--- src/rtl/vga_rx_monitor.sv ---
// vga_rx_monitor: VGA receive-side checker.
// Registers hsync/vsync/color once and rebuilds column/row coordinates from them.
// Checks the line period and frame length, and locks after LOCK_FRAMES good frames.
// While locked, it produces a CRC-16-CCITT over the active pixels of each frame.
// Optional build macro VGA_RX_STATS_EN adds two outputs:
//   err_count    - saturating count of sync errors
//   h_total_meas - last measured line period
module vga_rx_monitor #(
  parameter int H_ACTIVE        = 640,
  parameter int H_FP            = 16,
  parameter int H_SYNC          = 96,
  parameter int H_BP            = 48,
  parameter int V_ACTIVE        = 480,
  parameter int V_FP            = 10,
  parameter int V_SYNC          = 2,
  parameter int V_BP            = 33,
  parameter int SYNC_ACTIVE_LOW = 1,
  parameter int LOCK_FRAMES     = 2
) (
  input  logic        clk,
  input  logic        rst_n,
  input  logic        hsync_in,
  input  logic        vsync_in,
  input  logic [5:0]  color_in,
  output logic [9:0]  col_out,
  output logic [9:0]  row_out,
  output logic [5:0]  color_out,
  output logic        pixel_valid,
  output logic        locked,
  output logic        sync_err,
  output logic        frame_done,
  output logic [15:0] frame_crc
`ifdef VGA_RX_STATS_EN
  ,
  output logic [7:0]  err_count,
  output logic [10:0] h_total_meas
`endif
);

  localparam int H_TOTAL = H_FP + H_SYNC + H_BP + H_ACTIVE;
  localparam int V_TOTAL = V_FP + V_SYNC + V_BP + V_ACTIVE;
  localparam int GW      = $clog2(LOCK_FRAMES + 1);
  localparam logic        POL       = (SYNC_ACTIVE_LOW != 0);
  localparam logic [11:0] H_TOTAL_W = 12'(H_TOTAL);
  localparam logic [10:0] V_TOTAL_W = 11'(V_TOTAL);
  localparam logic [10:0] H_START_W = 11'(H_SYNC + H_BP);
  localparam logic [10:0] H_END_W   = 11'(H_SYNC + H_BP + H_ACTIVE);
  localparam logic [9:0]  V_START_W = 10'(V_SYNC + V_BP);
  localparam logic [9:0]  V_END_W   = 10'(V_SYNC + V_BP + V_ACTIVE);
  localparam logic [GW-1:0] LOCK_W  = GW'(LOCK_FRAMES);

  typedef enum logic [1:0] {ST_SEARCH, ST_MEASURE, ST_LOCKED} state_t;

  logic          r_hs_s1, r_vs_s1, r_hs_s2, r_vs_s2;
  logic [5:0]    r_color_s1;
  logic [10:0]   r_hcnt;
  logic [9:0]    r_vcnt;
  logic          r_after_v;
  state_t        r_state;
  logic [GW-1:0] r_good;
  logic          r_frame_full;
  logic [15:0]   r_crc;
  logic [9:0]    r_col, r_row;
  logic [5:0]    r_color;
  logic          r_pv, r_err, r_done;
  logic [15:0]   r_fcrc;

  logic          w_h_edge, w_v_edge, w_hcnt_sat, w_vcnt_sat;
  logic [10:0]   w_hpos;
  logic [9:0]    w_vpos;
  logic [11:0]   w_h_len;
  logic [10:0]   w_lines;
  logic          w_h_skip, w_h_bad, w_v_bad, w_active, w_pv;
  logic [15:0]   w_crc_next;
  state_t        w_st_h, w_state_next;
  logic [GW-1:0] w_good_next, w_good_inc;
  logic          w_err, w_done, w_full_next;

  // One byte of CRC-16-CCITT (poly 0x1021), MSB first.
  function automatic logic [15:0] crc16_byte(input logic [15:0] c_in, input logic [7:0] d);
    logic [15:0] c;
    logic        fb;
    c = c_in;
    for (int i = 7; i >= 0; i--) begin
      fb = c[15] ^ d[i];
      c  = {c[14:0], 1'b0};
      if (fb) c = c ^ 16'h1021;
    end
    return c;
  endfunction

  // Edges are transitions into the asserted state.
  // Position signals describe the sample currently held in s1.
  assign w_h_edge   = r_hs_s1 & ~r_hs_s2;
  assign w_v_edge   = r_vs_s1 & ~r_vs_s2;
  assign w_hcnt_sat = &r_hcnt;
  assign w_vcnt_sat = &r_vcnt;
  assign w_hpos     = w_h_edge ? 11'd0 : (w_hcnt_sat ? r_hcnt : r_hcnt + 11'd1);
  assign w_vpos     = w_v_edge ? 10'd0 :
                      ((w_h_edge && !w_vcnt_sat) ? r_vcnt + 10'd1 : r_vcnt);
  assign w_h_len    = {1'b0, r_hcnt} + 12'd1;
  assign w_lines    = {1'b0, r_vcnt} + {10'd0, w_h_edge};
  // A saturated count right after vsync means no reference line yet; skip it.
  assign w_h_skip   = w_hcnt_sat & (r_after_v | w_v_edge);
  assign w_h_bad    = w_h_edge & ~w_h_skip & (w_h_len != H_TOTAL_W);
  assign w_v_bad    = w_v_edge & (w_lines != V_TOTAL_W);
  assign w_active   = (w_hpos >= H_START_W) && (w_hpos < H_END_W) &&
                      (w_vpos >= V_START_W) && (w_vpos < V_END_W);
  assign w_pv       = w_active && (r_state == ST_LOCKED);
  assign w_crc_next = crc16_byte(r_crc, {2'b00, r_color_s1});
  assign w_good_inc = r_good + GW'(1);
  // The hsync check is resolved first; the vsync check sees its outcome.
  assign w_st_h     = (r_state != ST_SEARCH && w_h_bad) ? ST_SEARCH : r_state;

  // Next-state logic: lock qualification, error pulse and frame-done decision.
  always_comb begin
    w_state_next = w_st_h;
    w_good_next  = r_good;
    w_err        = (r_state != ST_SEARCH) && w_h_bad;
    w_done       = 1'b0;
    w_full_next  = r_frame_full;
    if (w_v_edge) begin
      case (w_st_h)
        ST_SEARCH: begin
          w_state_next = ST_MEASURE;
          w_good_next  = '0;
        end
        ST_MEASURE: begin
          if (w_v_bad) begin
            w_state_next = ST_SEARCH;
            w_err        = 1'b1;
          end else begin
            w_good_next = w_good_inc;
            if (w_good_inc == LOCK_W) w_state_next = ST_LOCKED;
          end
        end
        ST_LOCKED: begin
          if (w_v_bad) begin
            w_state_next = ST_SEARCH;
            w_err        = 1'b1;
          end else if (r_frame_full) begin
            w_done = 1'b1;
          end
        end
        default: w_state_next = ST_SEARCH;
      endcase
      // A frame is fully accumulated only if it starts in the locked state.
      w_full_next = (w_state_next == ST_LOCKED);
    end
  end

  // Input stage: s1 samples the pins (sync normalised to active-high); s2 keeps s1 for edges.
  always_ff @(posedge clk or negedge rst_n) begin
    if (!rst_n) begin
      r_hs_s1    <= 1'b0;
      r_vs_s1    <= 1'b0;
      r_hs_s2    <= 1'b0;
      r_vs_s2    <= 1'b0;
      r_color_s1 <= 6'd0;
    end else begin
      r_hs_s1    <= hsync_in ^ POL;
      r_vs_s1    <= vsync_in ^ POL;
      r_hs_s2    <= r_hs_s1;
      r_vs_s2    <= r_vs_s1;
      r_color_s1 <= color_in;
    end
  end

  // Horizontal/vertical position counters and the "first hsync after vsync" flag.
  always_ff @(posedge clk or negedge rst_n) begin
    if (!rst_n) begin
      r_hcnt    <= 11'd0;
      r_vcnt    <= 10'd0;
      r_after_v <= 1'b0;
    end else begin
      r_hcnt    <= w_hpos;
      r_vcnt    <= w_vpos;
      r_after_v <= w_v_edge ? ~w_h_edge : (w_h_edge ? 1'b0 : r_after_v);
    end
  end

  // Lock state register, good-frame counter and full-frame flag.
  always_ff @(posedge clk or negedge rst_n) begin
    if (!rst_n) begin
      r_state      <= ST_SEARCH;
      r_good       <= '0;
      r_frame_full <= 1'b0;
    end else begin
      r_state      <= w_state_next;
      r_good       <= w_good_next;
      r_frame_full <= w_full_next;
    end
  end

  // Per-frame CRC accumulator: restarts at every vsync edge.
  always_ff @(posedge clk or negedge rst_n) begin
    if (!rst_n) begin
      r_crc <= 16'hFFFF;
    end else if (w_v_edge) begin
      r_crc <= 16'hFFFF;
    end else if (w_pv) begin
      r_crc <= w_crc_next;
    end
  end

  // Output registers: coordinates hold outside the active area.
  always_ff @(posedge clk or negedge rst_n) begin
    if (!rst_n) begin
      r_col   <= 10'd0;
      r_row   <= 10'd0;
      r_color <= 6'd0;
      r_pv    <= 1'b0;
      r_err   <= 1'b0;
      r_done  <= 1'b0;
      r_fcrc  <= 16'd0;
    end else begin
      if (w_active) begin
        r_col <= 10'(w_hpos - H_START_W);
        r_row <= w_vpos - V_START_W;
      end
      r_color <= r_color_s1;
      r_pv    <= w_pv;
      r_err   <= w_err;
      r_done  <= w_done;
      if (w_done) r_fcrc <= r_crc;
    end
  end

  assign col_out     = r_col;
  assign row_out     = r_row;
  assign color_out   = r_color;
  assign pixel_valid = r_pv;
  assign locked      = (r_state == ST_LOCKED);
  assign sync_err    = r_err;
  assign frame_done  = r_done;
  assign frame_crc   = r_fcrc;

`ifdef VGA_RX_STATS_EN
  logic [7:0]  r_err_cnt;
  logic [10:0] r_h_meas;

  // Saturating error counter and last measured line period.
  always_ff @(posedge clk or negedge rst_n) begin
    if (!rst_n) begin
      r_err_cnt <= 8'd0;
      r_h_meas  <= 11'd0;
    end else begin
      if (w_err && (r_err_cnt != 8'hFF)) r_err_cnt <= r_err_cnt + 8'd1;
      if (w_h_edge) r_h_meas <= w_h_len[11] ? 11'h7FF : w_h_len[10:0];
    end
  end

  assign err_count    = r_err_cnt;
  assign h_total_meas = r_h_meas;
`endif

endmodule

--- config.mk ---
export PLATFORM = sky130hd
export DESIGN_NAME = vga_rx_monitor
export DESIGN_NICKNAME = d
export VERILOG_FILES = /design/src/rtl/vga_rx_monitor.sv
export SDC_FILE = /design/constraint.sdc
export NUM_CORES = 1
export LEC_CHECK = 0
export ABC_CLOCK_PERIOD_IN_PS = 7900
export BUFFER_PORTS_ARGS = -buffer_cell sky130_fd_sc_hd__buf_4
export CORE_MARGIN = 2
export CORE_UTILIZATION = 45
export DETAILED_ROUTE_END_ITERATION = 8
export SLEW_MARGIN = 20
export SYNTH_ARGS = -nofsm -noshare
export SYNTH_HDL_FRONTEND = slang
export SYNTH_SLANG_ARGS = --single-unit
export TNS_END_PERCENT = 100
--- constraint.sdc ---
create_clock -name clk -period 7.9 [get_ports clk]
set_input_delay 2.37 -clock clk [delete_from_list [all_inputs] [get_ports clk]]
set_output_delay 2.37 -clock clk [all_outputs]
set_load 0.01 [all_outputs]
==> impl_metrics.ini, run 1 <==
[routing]
drc = 0
viasPerCell = 5.61
wl_per_cell_um = 16.8
drtIter0Drc = 145
totalWireLength_mm = 10.9
vias = 3646
dr.pass1.iters = 5
ant_nets = 0

[final_layout]
fin_area_sq_mm = 0.00580
final-seq-area_sq_mm = 0.00247
final_cells = 650
final_common_cell = dfrtp_1
antenna_cells = 0
drive_gt1_frac = 0.247
fill_cells = 980
final_cell_mix = dfrtp_1, buf_4, nor2_1
layout.nets = 523
area_growth_syn_to_layout_pct = 14.4
multi_input_comb_area_sq_mm = 0.00237
final_util = 0.531

[sta]
grt_setup_unrepaired = false
worstMarginPinSlew_ps = 853
finalHoldViolCount = 0
fin_crit_sh = 0.536
final_max_slew_viol_count = 0
fmax_mhz = 236
fin_tns_setup_ps = 0
whs_ps = 397
slew_headroom = 0.431
setup_violations = 0
post-route-min-period_ps = 4230
clock_skew_ps = 7.03

[yosys]
async_reset_ff_frac = 1.00
synth_cells = 460
syn_nets = 478
yosysSeqAreaShare = 0.487
ys_warn_count = 0
syn-cell-area_sq_mm = 0.00507
avgSynthCellArea_sq_um = 11.0
yosys_most_used_dff = dfrtp_1
synth_edf_count = 0
synth_seq_cells = 98
synth_cell_type_count = 65

[grt]
grt_pass1_vias = 3617
grt_overflow = 0
antenna_found_initial = 0
grt_start_max_net_pins = 70
grt_pass1_wl_mm = 18.0
grt_util_all_layers = 0.195

[worst_setup_path]
cp_cell_sequence = ha_1, nand4_1, o31ai_1, mux2i_1, nor2_1, ha_1, o21bai_1, o31ai_1, nand4_1, and3_1, buf_4, mux2_4
cp.required_ps = 8120
rr_worst_depth = 12
path_class = reg -> reg
worst-path-stages = 12
critPathTopFamily = compound AO/OA/AOI/OAI gates
critPathSlowestCell = o31ai_1
cp_max_fo = 12
critPathMaxStageDelay_ps = 570
start_kind = flip-flop
critPathCaptureType = flip-flop
path_buf_inv = 1
crit_arrival_ps = 4460

[clocking]
cts.sinks = 98
cts-resized-gates = 0
cts_tree = done
hold_buffers = 0
htree_levels = 3
cts_made_buffers = 9
clockBufferDepth = 2
clk_pin_slew_ps = 70
cts_setup_buffers = 0
root_buffer = clkbuf_16
worstSkewPairLatency_ps = 340

[power]
vdd_ir_drop_max_v = 0.000101
power_leakage_nw = 2.89
p_per_area_mw_per_mm2 = 179

[worst_hold_path]
holdPathStages = 0
hold_path.class = reg -> reg

[run]
maxCapViolCount = 0

[floorplanning]
num_io_pins = 56
row_count = 38
dieWidth_um = 110
die_h_um = 110
core_area_sq_mm = 0.0109
die_area_sq_mm = 0.0121
initial_core_util = 0.464

[run_status]
status = finished, final reports clean

[placed_design]
hpwl_mm = 7.65
place_inst = 634
gp_congestion = 0.861
postPlaceCellArea_sq_mm = 0.00554
port_buffers = 55
[routing by layer]
| metal | GRT usage | up-vias | part of all wire |
|---|---|---|---|
| met5 | 0 | - | 0 |
| met4 | 0.0866 | 0 | 0.020 |
| met3 | 0.0353 | 14 | 0.044 |
| met2 | 0.301 | 97 | 0.46 |
| met1 | 0.270 | 1787 | 0.48 |
| li1 | - | 1748 | - |
[worst paths after layout]
check                              start            to  slack [ps]
max                            r_vcnt[1]    col_out[8]        3670
min                        r_color_s1[3]  color_out[3]         400
max reg2reg                    r_vcnt[1]    col_out[8]        3670
min reg2reg                r_color_s1[3]  color_out[3]         400
max in group asynchronous          rst_n     r_vcnt[4]        4770
min in group asynchronous          rst_n    col_out[8]        1940
[metrics by stage]
step / setup slack [ps] / total power (W)
after CTS: 3720 / 0.00106
final: 3670 / 0.00104
after global routing: 3340 / 0.00110
after global placement: 3920 / 0.000654
after floorplan: 4480 / 0.000617
after detailed placement: 3750 / 0.000656
[state kept, by name, summed over array words and instances, names as in the netlist]
| register | cells |
|---|---|
| r_vs_s2 | 1 |
| r_frame_full | 1 |
| sync_err | 1 |
| r_hs_s1 | 1 |
| r_after_v | 1 |
| r_good | 2 |
| pixel_valid | 1 |
| r_color_s1 | 6 |
| r_crc | 16 |
| r_state | 2 |
| r_hcnt | 11 |
| r_vs_s1 | 1 |
| row_out | 10 |
| col_out | 10 |
| frame_crc | 16 |
| frame_done | 1 |
| color_out | 6 |
| r_vcnt | 10 |
| r_hs_s2 | 1 |
[area by class of cell]
cell class,instances,area share
clock buffers,12,0.0407
clock inverters,4,0.00474
inverters,22,0.0142
multi-input cells,316,0.409
flip-flops and latches,98,0.426
well taps,140,0.0302
repair buffers,58,0.0750
[cell families after synthesis]
group,synth area share
AND/OR/NAND/NOR,0.144
buffers and inverters,0.0449
AO/OA/AOI/OAI,0.116
flip-flops,0.487
multiplexers,0.128
XOR/XNOR,0.0604
adder cells (fa/ha/maj),0.0197
[where the power goes]
group          leakage (nW)  total, W  internal, W  switching, W
Clock                 0.131  0.000395     0.000214      0.000180
Sequential             1.27  0.000545     0.000519     0.0000257
Combinational          1.49  0.000102    0.0000403     0.0000617
Total                  2.89   0.00104     0.000774      0.000268
[cells in the mapped netlist, types with 2 or more instances]
cell type	number	area share
buf_4	3	0.0044
and4b_1	3	0.0059
o211ai_1	6	0.0089
mux2i_1	26	0.051
nor3_1	6	0.0059
xnor2_1	22	0.038
a211oi_1	2	0.0030
dfrtp_1	82	0.40
and4_1	3	0.0052
a31oi_1	10	0.012
inv_1	22	0.016
buf_6	2	0.0044
a21oi_1	14	0.014
dfstp_2	16	0.083
o211a_1	4	0.0079
clkbuf_1	8	0.0059
ha_1	8	0.020
nor2_1	41	0.030
a311oi_1	2	0.0035
buf_2	10	0.0099
nor2b_1	4	0.0049
o41ai_1	2	0.0035
nor4_1	4	0.0049
nand2b_1	5	0.0062
mux2_4	7	0.021
and2_1	6	0.0074
o32a_1	2	0.0039
nand3_1	9	0.0089
and3_1	9	0.011
o31ai_1	2	0.0030
nand2_1	23	0.017
o22ai_1	4	0.0049
or3_1	6	0.0074
nand4_1	8	0.0099
nor4b_1	2	0.0035
xor2_1	13	0.022
o221ai_1	2	0.0035
a2111oi_0	2	0.0035
a22o_1	2	0.0035
a211oi_2	2	0.0049
mux2_2	24	0.053
o21ai_0	9	0.0089
Power figures use the tool's default switching activity.
==> run 2, diff against run 1 <==
- ABC_CLOCK_PERIOD_IN_PS: 7900 -> 4300
- clock period: 7.9 -> 4.3 ns (I/O delays scaled with it)
==> run 2 against run 1 <==
Sequential share of layout area shrank 0.61 points. Clock power grew 110%. Global-route usage shrank 0.47 points. Combinational power grew 82%. Sequential power grew 83%. Die area is the same. Critical path depth is the same. Fmax grew 8.7%. Non-clock buffer count grew 4. Design area grew 1.4%. Sequential cell count is the same. Critical path type unchanged. Critical endpoint is now row_out[1]. Largest cell class unchanged. Largest power group unchanged.
==> impl_metrics.ini, run 2 (same netlist as run 1, synthesis figures left out) <==
[floorplanning]
die_h_um = 110
row_count = 38
core_area_sq_mm = 0.0109
die_area_sq_mm = 0.0121
num_io_pins = 56
dieWidth_um = 110
initial_core_util = 0.464

[sta]
post-route-min-period_ps = 3890
fmax_mhz = 257
slew_headroom = 0.505
worstMarginPinSlew_ps = 722
clock_skew_ps = 8.36
final_max_slew_viol_count = 0
grt_setup_unrepaired = false
fin_crit_sh = 0.905
finalHoldViolCount = 0
setup_violations = 0
fin_tns_setup_ps = 0

[worst_setup_path]
r2r_start = r_hcnt[0]
start_kind = flip-flop
critPathCaptureType = flip-flop
path_class = reg -> reg
cp_cell_sequence = ha_1, and3_1, nand3_1, o21ai_0, nand2_1, ha_1, o211ai_1, o41a_1, a211oi_4, and3_1, buf_12, mux2_2
cp.required_ps = 4520
critPathTopFamily = simple AND/OR/NAND/NOR gates
critPathSlowestCell = dfrtp_1
crit_arrival_ps = 4120
critPathMaxStageDelay_ps = 460
path_buf_inv = 1
cp_max_fo = 13
startpoint = r_hcnt[0]

[routing]
totalWireLength_mm = 10.9
vias = 3615
drc = 0
wl_per_cell_um = 16.7
dr.pass1.iters = 4
drtIter0Drc = 241
viasPerCell = 5.53
ant_nets = 0

[power]
power_leakage_nw = 2.93
p_total_w = 0.00201
p_per_area_mw_per_mm2 = 341
vdd_ir_drop_max_v = 0.000182

[placed_design]
postPlaceCellArea_sq_mm = 0.00558
gp_congestion = 0.832
port_buffers = 55
hpwl_mm = 7.59

[final_layout]
fin_area_sq_mm = 0.00589
final_cell_mix = dfrtp_1, buf_4, nor2_1
fill_cells = 1004
final_common_cell = dfrtp_1
final_util = 0.538
drive_gt1_frac = 0.259
area_growth_syn_to_layout_pct = 16.1
antenna_cells = 0
layout.nets = 527

[grt]
grt_overflow = 0
grt_start_max_net_pins = 84
grt_pass1_wl_mm = 17.7
antenna_found_initial = 0
grt_util_all_layers = 0.191
grt_pass1_vias = 3578

[worst_hold_path]
hold_path.class = reg -> reg
hold_start = r_color_s1[4]

[run_status]
status = finished, final reports clean

[clocking]
hold_buffers = 0
htree_levels = 3
cts_setup_buffers = 0
clockBufferDepth = 2
clk_pin_slew_ps = 70
cts_made_buffers = 9
worstSkewPairLatency_ps = 340
cts.sinks = 98
cts_tree = done
cts-resized-gates = 0
root_buffer = clkbuf_16

[run]
maxCapViolCount = 0
==> run 2: path summary, 6_finish.rpt <==
kind / end / slack [ps] / cells after the start
max reg2reg: row_out[1] / 410 / 12
min: color_out[4] / 400 / 0
max in group asynchronous: r_crc[15] / 2510 / 2
min in group asynchronous: col_out[7] / 1000 / 1
max: row_out[1] / 410 / 12
min reg2reg: color_out[4] / 400 / 0
==> run 2: per-layer routing <==
layer	GRT usage	vias to the layer above	wire length, um
li1	-	1757	-
met1	0.267	1764	5220
met2	0.291	86	5060
met3	0.0488	8	514
met4	0.0598	0	95
met5	0	-	0
==> run 2: report_power, final <==
part	switching, W	total [W]	internal (W)
registers	0.0000483	0.00100	0.000953
clock network	0.000364	0.000820	0.000456
logic	0.000111	0.000186	0.0000750
total	0.000523	0.00201	0.00148
==> run 2: final cells by class <==
cell class                 count  area (sq um)  share of cell area
timing repair buffer          62           482              0.0818
clock buffer                   9           225              0.0382
clock inverter                 7          76.3              0.0130
sequential                    98          2470               0.420
multi-input combinational    316          2370               0.403
inverter                      22          82.6              0.0140
tap                          140           175              0.0297
==> run 2: metrics by stage <==
stage	std cells	setup slack [ps]	hold slack, ps
CTS	654	427	404
global placement	638	553	379
detailed placement	638	450	384
floorplan	460	879	368
finish	654	406	401
global route	654	148	420
==> run 3, diff against run 2 <==
- ABC_CLOCK_PERIOD_IN_PS: 4300 -> unset
- CELL_PAD_IN_SITES_DETAIL_PLACEMENT: unset -> 0
- CELL_PAD_IN_SITES_GLOBAL_PLACEMENT: unset -> 1
- PLACE_DENSITY_LB_ADDON: unset -> 0.1
==> run 3 against run 2 <==
Clock skew fell by 1.4 ps. Power fell by 0.92%. Worst setup slack improved by 99 ps. First-iteration DRC count fell by 21%. Routed wire length rose by 2.9%. Hold slack got worse by 3.8 ps. Critical path type unchanged. Critical endpoint is now col_out[1].
==> impl_metrics.ini, run 3 (same netlist as run 1, synthesis figures left out) <==
[sta]
final_max_slew_viol_count = 0
fin_tns_setup_ps = 0
whs_ps = 397
clock_skew_ps = 6.96
finalHoldViolCount = 0
slew_headroom = 0.454
setup_ws_ps = 505
fmax_mhz = 264
worstMarginPinSlew_ps = 797
post-route-min-period_ps = 3790
setup_violations = 0
grt_setup_unrepaired = false
fin_crit_sh = 0.883

[placed_design]
pre_cts_slack_ps = 560
place_inst = 642
hpwl_mm = 8.03
gp_congestion = 0.868
port_buffers = 55

[grt]
antenna_found_initial = 0
grt_overflow = 0
grt_pass1_wl_mm = 18.0
grt_start_max_net_pins = 35
grt_util_all_layers = 0.196
grt_pass1_vias = 3463

[worst_setup_path]
crit_arrival_ps = 4030
start_kind = flip-flop
critPathMaxStageDelay_ps = 520
cp_max_fo = 13
critPathSlowestCell = o31ai_1
rr_worst_depth = 13
cp.required_ps = 4530
cp_cell_sequence = ha_1, nand4_1, o31ai_1, mux2i_1, nor2_1, ha_1, o21bai_1, o31ai_1, buf_4, nand4_1, and3_1, buf_12, mux2_4
critPathCaptureType = flip-flop
path_class = reg -> reg

[final_layout]
drive_gt1_frac = 0.264
final_common_cell = dfrtp_1
antenna_cells = 0
final_cells = 658
area_growth_syn_to_layout_pct = 16.6
layout.nets = 531
final_cell_mix = dfrtp_1, buf_4, nor2_1

[floorplanning]
die_h_um = 110
die_area_sq_mm = 0.0121
row_count = 38
dieWidth_um = 110
initial_core_util = 0.464
num_io_pins = 56
core_area_sq_mm = 0.0109

[clocking]
worstSkewPairLatency_ps = 350
cts_setup_buffers = 0
root_buffer = clkbuf_16
cts_made_buffers = 9
cts_tree = done
cts.sinks = 98
clk_pin_slew_ps = 70
cts-resized-gates = 0
clockBufferDepth = 2
htree_levels = 3
hold_buffers = 0

[routing]
vias = 3687
drc = 0
drtIter0Drc = 191
ant_nets = 0
wl_per_cell_um = 17.0
totalWireLength_mm = 11.2
dr.pass1.iters = 4
viasPerCell = 5.60

[power]
power_leakage_nw = 2.95
vdd_ir_drop_max_v = 0.000196
p_sw_w = 0.000513
p_per_area_mw_per_mm2 = 336
pwr-share-clk = 0.399
internal_power_w = 0.00148
combPwrFrac = 0.100
p_sw_frac = 0.258
pwr-share-seq = 0.501

[run_status]
status = finished, final reports clean

[worst_hold_path]
holdPathStages = 0
hold_path.class = reg -> reg

[run]
maxCapViolCount = 0
run 3: path summary, 6_finish.rpt:
check | slack, ps | end | from
max in group asynchronous | 2590 | r_crc[12] | rst_n
worst min-delay path | 400 | color_out[1] | r_color_s1[1]
worst min register to register | 400 | color_out[1] | r_color_s1[1]
worst max register to register | 510 | col_out[1] | r_vcnt[1]
worst max-delay path | 510 | col_out[1] | r_vcnt[1]
min in group asynchronous | 880 | r_hcnt[5] | rst_n
run 3: layout make-up:
class,instances,area [sq um]
Sequential cell,98,2470
Fill cell,995,5020
Clock buffer,12,267
Inverter,22,82.6
Clock inverter,4,33.8
Tap cell,140,175
Timing Repair Buffer,66,508
Multi-Input combinational cell,316,2370
run 3: power groups by stage:
stage | Clock (W) | Sequential [W] | Combinational (W)
finish | 0.000793 | 0.000997 | 0.000199
global route | 0.000862 | 0.00100 | 0.000225
CTS | 0.000818 | 0.000995 | 0.000202
detailed placement | 0 | 0.00101 | 0.000201
global placement | 0 | 0.00101 | 0.000198
floorplan | 0 | 0.000999 | 0.000135
run 3: per-layer routing:
| layer | share of wire | track usage | vias up |
|---|---|---|---|
| met5 | 0 | 0 | - |
| li1 | - | - | 1764 |
| met1 | 0.48 | 0.277 | 1810 |
| met2 | 0.46 | 0.298 | 98 |
| met3 | 0.043 | 0.0341 | 15 |
| met4 | 0.018 | 0.0839 | 0 |
run 3: stage by stage:
stage | cell area (sq um) | power (W) | utilization
finish | 5910 | 0.00199 | 0.541
global route | 5910 | 0.00209 | 0.541
global placement | 5610 | 0.00121 | 0.513
CTS | 5910 | 0.00202 | 0.541
floorplan | 5070 | 0.00113 | -
detailed placement | 5610 | 0.00121 | 0.513
run 3: critical path: cells and delay by family (launching register included):
kind                       cells  cell delay [ps]
and+or+nand+nor                4              840
DFF                            1              450
adders and majority gates      2              480
AOI/OAI and AO/OA              3              960
muxes                          2              550
buffers and inverters          2              390
